File: src/rtl/cla_addsub_pipe_if.sv
// Streaming port bundle for cla_addsub_pipe: operand side (in_*) and result side (out_*).
// With ADDSUB_SAT_EN defined, the operand beat also carries a per-beat saturate flag `sat`.
interface cla_addsub_pipe_if #(
  parameter int WIDTH = 16
);
  logic             in_valid;
  logic             in_ready;
  logic [WIDTH-1:0] a;
  logic [WIDTH-1:0] b;
  logic             ci;
  logic             sub;
`ifdef ADDSUB_SAT_EN
  logic             sat;
`endif
  logic             out_valid;
  logic             out_ready;
  logic [WIDTH-1:0] s;
  logic             co;
  logic             ovf;
  logic             zero;

  modport master (
`ifdef ADDSUB_SAT_EN
    output sat,
`endif
    output in_valid, a, b, ci, sub, out_ready,
    input  in_ready, out_valid, s, co, ovf, zero
  );

  modport slave (
`ifdef ADDSUB_SAT_EN
    input  sat,
`endif
    input  in_valid, a, b, ci, sub, out_ready,
    output in_ready, out_valid, s, co, ovf, zero
  );
endinterface

File: src/rtl/cla_addsub_pipe.sv
// Pipelined WIDTH-bit carry-lookahead adder/subtractor, one GRP-bit lookahead group resolved per stage.
// Optional ADDSUB_SAT_EN adds a per-beat saturation stage (latency NGRP+1 instead of NGRP).
module cla_addsub_pipe #(
  parameter int WIDTH = 16,
  parameter int GRP   = 4
) (
  input logic             clk,
  input logic             rst,
  cla_addsub_pipe_if.slave bus
);

  localparam int NGRP = WIDTH / GRP;

  generate
    if ((WIDTH % GRP) != 0) begin : g_bad_width
      $error("cla_addsub_pipe: WIDTH must be a multiple of GRP");
    end
  endgenerate

  // Full lookahead within one group: every carry is a flat sum of products of G/P terms and cin.
  function automatic logic [GRP:0] cla_group(input logic [GRP-1:0] x,
                                             input logic [GRP-1:0] y,
                                             input logic           cin);
    logic [GRP-1:0] g;
    logic [GRP-1:0] p;
    logic [GRP-1:0] sum;
    logic [GRP:0]   c;
    logic           acc;
    logic           prod;
    g    = x & y;
    p    = x | y;
    c    = '0;
    c[0] = cin;
    sum  = '0;
    for (int i = 0; i < GRP; i++) begin
      acc  = g[i];
      prod = p[i];
      for (int j = i - 1; j >= 0; j--) begin
        acc  = acc | (prod & g[j]);
        prod = prod & p[j];
      end
      c[i+1] = acc | (prod & cin);
    end
    for (int i = 0; i < GRP; i++) begin
      sum[i] = (p[i] & ~g[i]) ^ c[i];
    end
    return {c[GRP], sum};
  endfunction

  // Stage k carries full operands, the result bits of groups below k and the carry into group k.
  logic [WIDTH-1:0] a_pipe [NGRP];
  logic [WIDTH-1:0] b_pipe [NGRP];
  logic [WIDTH-1:0] s_pipe [NGRP];
  logic             c_pipe [NGRP];
  logic             v_pipe [NGRP];
  logic [GRP:0]     grp_res [NGRP];

  logic [WIDTH-1:0] b_eff;
  logic             c_eff;
  logic [WIDTH-1:0] fin_s;
  logic             fin_co;
  logic             fin_ovf;
  logic             stall;
  logic             adv;

  logic             out_valid_q;
  logic [WIDTH-1:0] s_q;
  logic             co_q;
  logic             ovf_q;
  logic             zero_q;

`ifdef ADDSUB_SAT_EN
  logic             sat_pipe [NGRP];
  logic             raw_valid;
  logic [WIDTH-1:0] raw_s;
  logic             raw_co;
  logic             raw_ovf;
  logic             raw_a_msb;
  logic             raw_sat;
  logic [WIDTH-1:0] sat_s;
`endif

  assign stall        = out_valid_q & ~bus.out_ready;
  assign adv          = ~stall;
  assign bus.in_ready = ~stall & ~rst;

  assign bus.out_valid = out_valid_q;
  assign bus.s         = s_q;
  assign bus.co        = co_q;
  assign bus.ovf       = ovf_q;
  assign bus.zero      = zero_q;

  assign b_eff = bus.sub ? ~bus.b : bus.b;
  assign c_eff = bus.sub ? 1'b1 : bus.ci;

  always_comb begin
    for (int k = 0; k < NGRP; k++) begin
      grp_res[k] = cla_group(a_pipe[k][k*GRP +: GRP], b_pipe[k][k*GRP +: GRP], c_pipe[k]);
    end
  end

  // Last group resolves straight into the result; overflow uses the effective (possibly inverted) B.
  always_comb begin
    fin_s                 = s_pipe[NGRP-1];
    fin_s[WIDTH-1 -: GRP] = grp_res[NGRP-1][GRP-1:0];
    fin_co                = grp_res[NGRP-1][GRP];
    fin_ovf               = (a_pipe[NGRP-1][WIDTH-1] == b_pipe[NGRP-1][WIDTH-1]) &
                            (fin_s[WIDTH-1] != a_pipe[NGRP-1][WIDTH-1]);
  end

`ifdef ADDSUB_SAT_EN
  always_comb begin
    sat_s = raw_s;
    if (raw_sat && raw_ovf) begin
      sat_s = raw_a_msb ? {1'b1, {(WIDTH-1){1'b0}}} : {1'b0, {(WIDTH-1){1'b1}}};
    end
  end
`endif

  // One global enable: a stall freezes every stage, so bubbles hold their place.
  always_ff @(posedge clk) begin
    if (rst) begin
      for (int k = 0; k < NGRP; k++) begin
        v_pipe[k] <= 1'b0;
      end
      out_valid_q <= 1'b0;
      s_q         <= '0;
      co_q        <= 1'b0;
      ovf_q       <= 1'b0;
      zero_q      <= 1'b0;
`ifdef ADDSUB_SAT_EN
      raw_valid   <= 1'b0;
`endif
    end else if (adv) begin
      v_pipe[0] <= bus.in_valid;
      a_pipe[0] <= bus.a;
      b_pipe[0] <= b_eff;
      c_pipe[0] <= c_eff;
      s_pipe[0] <= '0;
`ifdef ADDSUB_SAT_EN
      sat_pipe[0] <= bus.sat;
`endif
      for (int k = 1; k < NGRP; k++) begin
        v_pipe[k] <= v_pipe[k-1];
        a_pipe[k] <= a_pipe[k-1];
        b_pipe[k] <= b_pipe[k-1];
        c_pipe[k] <= grp_res[k-1][GRP];
        s_pipe[k] <= s_pipe[k-1];
        s_pipe[k][(k-1)*GRP +: GRP] <= grp_res[k-1][GRP-1:0];
`ifdef ADDSUB_SAT_EN
        sat_pipe[k] <= sat_pipe[k-1];
`endif
      end
`ifdef ADDSUB_SAT_EN
      raw_valid <= v_pipe[NGRP-1];
      if (v_pipe[NGRP-1]) begin
        raw_s     <= fin_s;
        raw_co    <= fin_co;
        raw_ovf   <= fin_ovf;
        raw_a_msb <= a_pipe[NGRP-1][WIDTH-1];
        raw_sat   <= sat_pipe[NGRP-1];
      end
      out_valid_q <= raw_valid;
      if (raw_valid) begin
        s_q    <= sat_s;
        co_q   <= raw_co;
        ovf_q  <= raw_ovf;
        zero_q <= (sat_s == '0);
      end
`else
      out_valid_q <= v_pipe[NGRP-1];
      if (v_pipe[NGRP-1]) begin
        s_q    <= fin_s;
        co_q   <= fin_co;
        ovf_q  <= fin_ovf;
        zero_q <= (fin_s == '0);
      end
`endif
    end
  end

endmodule

File: src/flat_wrapper.sv
// flat-port wrapper written by rule: the top's interface ports become plain ports
module cla_addsub_pipe_flat 
#(
  parameter int WIDTH = 16,
  parameter int GRP   = 4
)
  (clk, rst, bus_in_valid, bus_a, bus_b, bus_ci, bus_sub, bus_out_ready, bus_in_ready, bus_out_valid, bus_s, bus_co, bus_ovf, bus_zero);
  cla_addsub_pipe_if #(.WIDTH(WIDTH)) bus_i ();
  input logic clk;
  input logic rst;
  input wire logic [$bits(bus_i.in_valid)-1:0] bus_in_valid;
  input wire logic [$bits(bus_i.a)-1:0] bus_a;
  input wire logic [$bits(bus_i.b)-1:0] bus_b;
  input wire logic [$bits(bus_i.ci)-1:0] bus_ci;
  input wire logic [$bits(bus_i.sub)-1:0] bus_sub;
  input wire logic [$bits(bus_i.out_ready)-1:0] bus_out_ready;
  output wire logic [$bits(bus_i.in_ready)-1:0] bus_in_ready;
  output wire logic [$bits(bus_i.out_valid)-1:0] bus_out_valid;
  output wire logic [$bits(bus_i.s)-1:0] bus_s;
  output wire logic [$bits(bus_i.co)-1:0] bus_co;
  output wire logic [$bits(bus_i.ovf)-1:0] bus_ovf;
  output wire logic [$bits(bus_i.zero)-1:0] bus_zero;
  assign bus_i.in_valid = bus_in_valid;
  assign bus_i.a = bus_a;
  assign bus_i.b = bus_b;
  assign bus_i.ci = bus_ci;
  assign bus_i.sub = bus_sub;
  assign bus_i.out_ready = bus_out_ready;
  assign bus_in_ready = bus_i.in_ready;
  assign bus_out_valid = bus_i.out_valid;
  assign bus_s = bus_i.s;
  assign bus_co = bus_i.co;
  assign bus_ovf = bus_i.ovf;
  assign bus_zero = bus_i.zero;
  cla_addsub_pipe #(.WIDTH(WIDTH), .GRP(GRP)) u_core (.clk(clk), .rst(rst), .bus(bus_i));
endmodule
File: config.mk
export PLATFORM = sky130hd
export DESIGN_NAME = cla_addsub_pipe_flat
export DESIGN_NICKNAME = d
export VERILOG_FILES = /design/src/rtl/cla_addsub_pipe_if.sv /design/src/rtl/cla_addsub_pipe.sv /design/src/flat_wrapper.sv
export SDC_FILE = /design/constraint.sdc
export NUM_CORES = 1
export LEC_CHECK = 0
export ABC_AREA = 0
export BUFFER_PORTS_ARGS = -buffer_cell sky130_fd_sc_hd__buf_4
export CAP_MARGIN = 20
export CORE_ASPECT_RATIO = 1.25
export CORE_MARGIN = 3
export CORE_UTILIZATION = 34
export DETAILED_ROUTE_END_ITERATION = 8
export HOLD_SLACK_MARGIN = 0.06
export PLACE_DENSITY = 0.48
export SYNTH_ARGS = -nofsm -noshare
export SYNTH_HDL_FRONTEND = slang
export SYNTH_SLANG_ARGS = --single-unit
File: constraint.sdc
create_clock -name clk -period 9.95 [get_ports clk]
set_clock_uncertainty 0.1 [all_clocks]
set_input_delay 1.99 -clock clk [delete_from_list [all_inputs] [get_ports clk]]
set_output_delay 1.99 -clock clk [all_outputs]
set_load 0.01 [all_outputs]
# --- Word level (Yosys, flattened, before mapping) ---
# Memories as Yosys holds them, arrays and structs flattened.
# Index checks and enable logic that the tools add are counted.
op_classes:
  n_eq_ne: 2
  muxes: 14
  reduce_logical: 2
  bitwise: 174
ops:
  columns: ["cell", "n"]
  rows:
  - ["bitwise AND 1 bit", 83]
  - ["bitwise OR 1 bit", 47]
  - ["inverter 1 bit", 19]
  - ["bitwise AND 4 bit", 4]
  - ["zero test 16 bit", 1]
  - ["2-to-1 mux 16 bit", 1]
  - ["inverter 16 bit", 1]
  - ["bitwise OR 4 bit", 4]
  - ["bitwise XOR 1 bit", 16]
  - ["2-to-1 mux 4 bit", 3]
  - ["2-to-1 mux 1 bit", 10]
  - ["AND reduction 2 bit", 1]
  - ["equality test 1 bit", 1]
  - ["inequality test 1 bit", 1]
word_totals:
  inputBits: 38
  wordCells: 202
  mem_count: 5
  mem_bits_rw: 200
  output_inout_bits: 21
  register_bits: 20
mem_list:
  columns: ["memory", "words", "width", "rd", "rd_clocked_by_memory_dff", "wr", "line_no", "source"]
  rows:
  - ["u_core.a_pipe", 4, 16, 4, 0, 4, "cla_addsub_pipe.sv:51", "logic [WIDTH-1:0] a_pipe [NGRP];"]
  - ["u_core.b_pipe", 4, 16, 4, 0, 4, "cla_addsub_pipe.sv:52", "logic [WIDTH-1:0] b_pipe [NGRP];"]
  - ["u_core.s_pipe", 4, 16, 4, 0, 4, "cla_addsub_pipe.sv:53", "logic [WIDTH-1:0] s_pipe [NGRP];"]
  - ["u_core.c_pipe", 4, 1, 4, 0, 4, "cla_addsub_pipe.sv:54", "logic c_pipe [NGRP];"]
  - ["u_core.v_pipe", 4, 1, 4, 0, 4, "cla_addsub_pipe.sv:55", "logic v_pipe [NGRP];"]

# --- Logic depth before layout (Yosys ltp) ---
logic_depth:
  word_depth: 8
  ltp_mapped: 7
  mapped_depth_nobuf: 7

# --- Least setup slack after synthesis ---
# Ideal clock, no wire load.
synth_path:
  path_type: "input port to output port"
  from: "input bus_out_ready"
  to: "output bus_in_ready"
  cell_stages: 2
  t_arrival_ns: 6.752
  required_time_ns: 7.860
  path_buffers: 0
  setup_slack_ns: 1.108
  path_cell_list: "nor2b_1 > nor2_1"
synth_between:
  elab_chain_cells: 4
synth_lines:
  columns: ["element", "line_no", "source"]
  rows:
  - ["start, declared", "flat_wrapper.sv:16", "input wire logic [$bits(bus_i.out_ready)-1:0] bus_out_ready;"]
  - ["inverter 1 bit", "cla_addsub_pipe.sv:83", "assign stall = out_valid_q & ~bus.out_ready;"]
  - ["bitwise AND 1 bit", "cla_addsub_pipe.sv:83", null]
  - ["inverter 1 bit", null, null]
  - ["bitwise AND 1 bit", "cla_addsub_pipe.sv:85", "assign bus.in_ready = ~stall & ~rst;"]
  - ["end, declared", "flat_wrapper.sv:17", "output wire logic [$bits(bus_i.in_ready)-1:0] bus_in_ready;"]
# No other way between the ends.

# --- Final worst setup path ---
# Same ends and word-level chain as after synthesis.

==> run_results.csv <==
group,metric,value,unit
clocking,clk_path_buf_depth,2,
worst_setup_path,path_delay_family,"simple AND/OR/NAND/NOR gates",
global_routing,grt_overflow,0,
power_and_ir_drop,switchingPower,0.000262,W
power_and_ir_drop,p_int,0.00104,W
timing,fin_crit,4850,ps
worst_setup_path,crit_fanout,5,
cells_and_area,antenna-diode-count,0,
timing,hold_viol_final,0,
cells_and_area,final_common_cell,"edfxtp_1",
power_and_ir_drop,cellPowerDensity,204,nW/µm²
worst_setup_path,crit_path_max_incr_delay,400,ps
power_and_ir_drop,switching_share,20.1,%
run_status,status,"finished clean",
routing,top_layer,"met4",
routing,met2WireLength,3.62,mm
routing,num_vias,2576,
worst_setup_path,crit_chain,"buf_4, nor2b_1, nor2_4, buf_4",
clocking,htreeDepth,4,
clocking,insertion_delay,410,ps
worst_setup_path,cp.arrival,2760,ps
routing,drt-pass1-iter-count,4,
floorplanning,fp.dieH,144,µm
flow_run,max_cap_viol_count,0,
synthesis,yosysTopAreaCell,"edfxtp_1",
worst_setup_path,crit_path_frequent_cell,"buf_4",
global_routing,grt_max_degree,71,
cells_and_area,fin_nets,485,
worst_hold_path,hp-class,"flop to flop",
clocking,ctsResizeCount,0,
synthesis,yosys-top-cells-area,"edfxtp_1, dfxtp_1, ha_1",
clocking,cts.sinks,132,
timing,whs,312,ps
floorplanning,io_pins,59,
synthesis,yosysTopAreaCellShare,64.9,%
routing,ant_nets,0,
placed_design,dp.cells,570,
global_routing,grt_pass1_vias,2602,
clocking,cts_hold_buf,0,
floorplanning,start_util,35.4,%
worst_hold_path,hold_path.startpoint,"u_core.b_pipe[1][13]",
power_and_ir_drop,pwr-share-clk,43.2,%
worst_setup_path,worstPathRequired,7860,ps
worst_setup_path,crit_buf_inv,2,
clocking,post-cts-setup-buffers,0,
worst_setup_path,reg2reg_depth,4,
floorplanning,dieArea,16800,µm²
synthesis,netlist_instances,339,
routing,viasPerCell,4.28,
clocking,cts_root_buf,"clkbuf_16",
timing,tns,0,ps
placed_design,place_hpwl,5.01,mm
clocking,cts_tree,"done",
worst_hold_path,hold_depth,0,
timing,fmax,206,MHz
cells_and_area,drive_gt1_share,21.9,%
worst_setup_path,r2r_start,"u_core.bus.out_valid",
routing,routed_wl,7.46,mm
worst_setup_path,cp_num_cells,4,
power_and_ir_drop,p_leak,2.57,nW
routing,drc,0,
clocking,path_clk_slew,50,ps
synthesis,post_synth_num_cell_types,30,
worst_setup_path,critPathKind,"input pin to output port",
timing,relSlewSlack,45.4,%
floorplanning,core_area,14700,µm²
clocking,cts_inserted_buffers,17,
cells_and_area,layout.cells.non_filler,602,
cells_and_area,stdcell_area,6390,µm²
global_routing,antenna_found_initial,0,
synthesis,synth_area_per_cell,15.3,µm²
worst_setup_path,worst_setup_path_end_kind,"output port",
synthesis,syn-num-nets,413,
placed_design,io_buffers,58,
cells_and_area,syn2layout_area_growth,23.2,%
floorplanning,num_rows,49,
power_and_ir_drop,peakVddDrop,0.0963,mV
routing,drt_iter0_drc,218,
timing,fin_crit_sh,48.8,%
timing,final_max_slew_viol_count,0,
cells_and_area,final_cell_mix,"edfxtp_1, buf_4, inv_1",
timing,rsz0062_at_grt,"false",
synthesis,syn_area,5180,µm²
power_and_ir_drop,p_seq_share,50.7,%
worst_setup_path,critPathLaunchType,"input pin",
routing,met1_length,3.23,mm
worst_setup_path,worst_path_max_delay_cell,"nor2b_1",
global_routing,grt_pass1_wl,12.4,mm
worst_setup_path,critPathLaunch,"bus_out_ready",
floorplanning,dieWidth,116,µm
power_and_ir_drop,combPwrFrac,6.0,%
timing,setup_viol,0,
synthesis,synth-seq-area-share,72.6,%
synthesis,synth.ff_latch_count,132,
global_routing,grt_usage,10.1,%
synthesis,yosys_warnings,0,
placed_design,gp_congestion,0.693,
timing,worstMarginPinSlew,818,ps
routing,post_drt_wl_per_cell,12.4,µm
routing,wl_met3,444,µm
placed_design,post_dp_cell_area,5840,µm²
-- sequential cells by signal, indices dropped and copies added (netlist names) --
register and cells:
u_core.bus.zero 1, u_core.b_pipe 40, u_core.a_pipe 40, u_core.c_pipe 4, u_core.bus.out_valid 1, u_core.v_pipe 4
u_core.bus.co 1, u_core.s_pipe 24, u_core.bus.s 16, u_core.bus.ovf 1
-- power groups by stage --
stage	clock network [W]	registers, W	logic (W)
2_1_floorplan	0	0.000672	0.0000511
3_3_place_gp	0	0.000672	0.0000795
3_5_place_dp	0	0.000673	0.0000813
4_1_cts	0.000583	0.000662	0.0000817
5_1_grt	0.000611	0.000666	0.0000907
6_report	0.000564	0.000662	0.0000786
-- worst register-to-register path, delay by kind of cell (launching register included) --
family / cells / cell delay, ps
AND/OR/NAND/NOR: 2 / 380
buffers and inverters: 2 / 1290
flip-flops: 1 / 300
-- layer usage --
| layer | global-route usage (%) | up-vias |
|---|---|---|
| li1 | - | 1308 |
| met5 | 0 | - |
| met4 | 5.68 | 0 |
| met2 | 15.1 | 71 |
| met1 | 12.1 | 1184 |
| met3 | 4.52 | 13 |
-- path summary, 6_finish.rpt --
check                               to  slack, ps
setup / recovery          bus_in_ready       5100
hold reg to reg   u_core.b_pipe[2][13]        310
hold / removal    u_core.b_pipe[2][13]        310
setup reg to reg      u_core.c_pipe[0]       7490
-- per-stage QoR --
| step | utilization [%] | setup slack [ps] | total power [W] |
|---|---|---|---|
| final | 43.6 | 5100 | 0.00130 |
| after global placement | 39.9 | 5130 | 0.000751 |
| after floorplan | - | 1110 | 0.000723 |
| after CTS | 43.6 | 5100 | 0.00133 |
| after detailed placement | 39.9 | 5110 | 0.000755 |
| after global routing | 43.6 | 5030 | 0.00137 |
-- cells by family (layout without fill, tap and decap cells) --
family | Yosys count | after routing | synth area share [%]
xor gates and xnor gates | 29 | 29 | 4.90
buffers and inverters | 50 | 135 | 3.67
DFF | 132 | 132 | 72.6
adders and majority gates | 36 | 36 | 9.27
AOI/OAI and AO/OA | 34 | 34 | 4.22
and+or+nand+nor | 58 | 58 | 5.33
-- area by class of cell --
class | instances | area [µm²]
fill | 1352 | 8270
sequential | 132 | 3760
multi-input combinational | 157 | 1240
clock buffer | 27 | 524
timing repair buffer | 61 | 458
tap | 178 | 223
inverter | 42 | 158
clock inverter | 5 | 23.8
-- cells in the mapped netlist --
cell        n
ha_1       32
buf_1       1
nor4_1      1
nand2_1    27
or2_2       1
inv_1      42
fa_1        4
o31ai_2     1
dfxtp_1    20
xor2_1     18
nor2b_1     3
nand2b_1    3
or4_1       2
nand4_1     1
edfxtp_1  112
o21bai_1    6
clkbuf_1    5
buf_2       2
nor4b_1     1
a211oi_1    2
o21ai_0     1
o21a_1      1
o41ai_1     1
and2_1      4
nor3_1      2
a21oi_1    19
o21ba_2     3
xnor2_1    11
nor2_1     10
nand3b_1    3
Note: power is estimated with default switching activity, not from simulation.
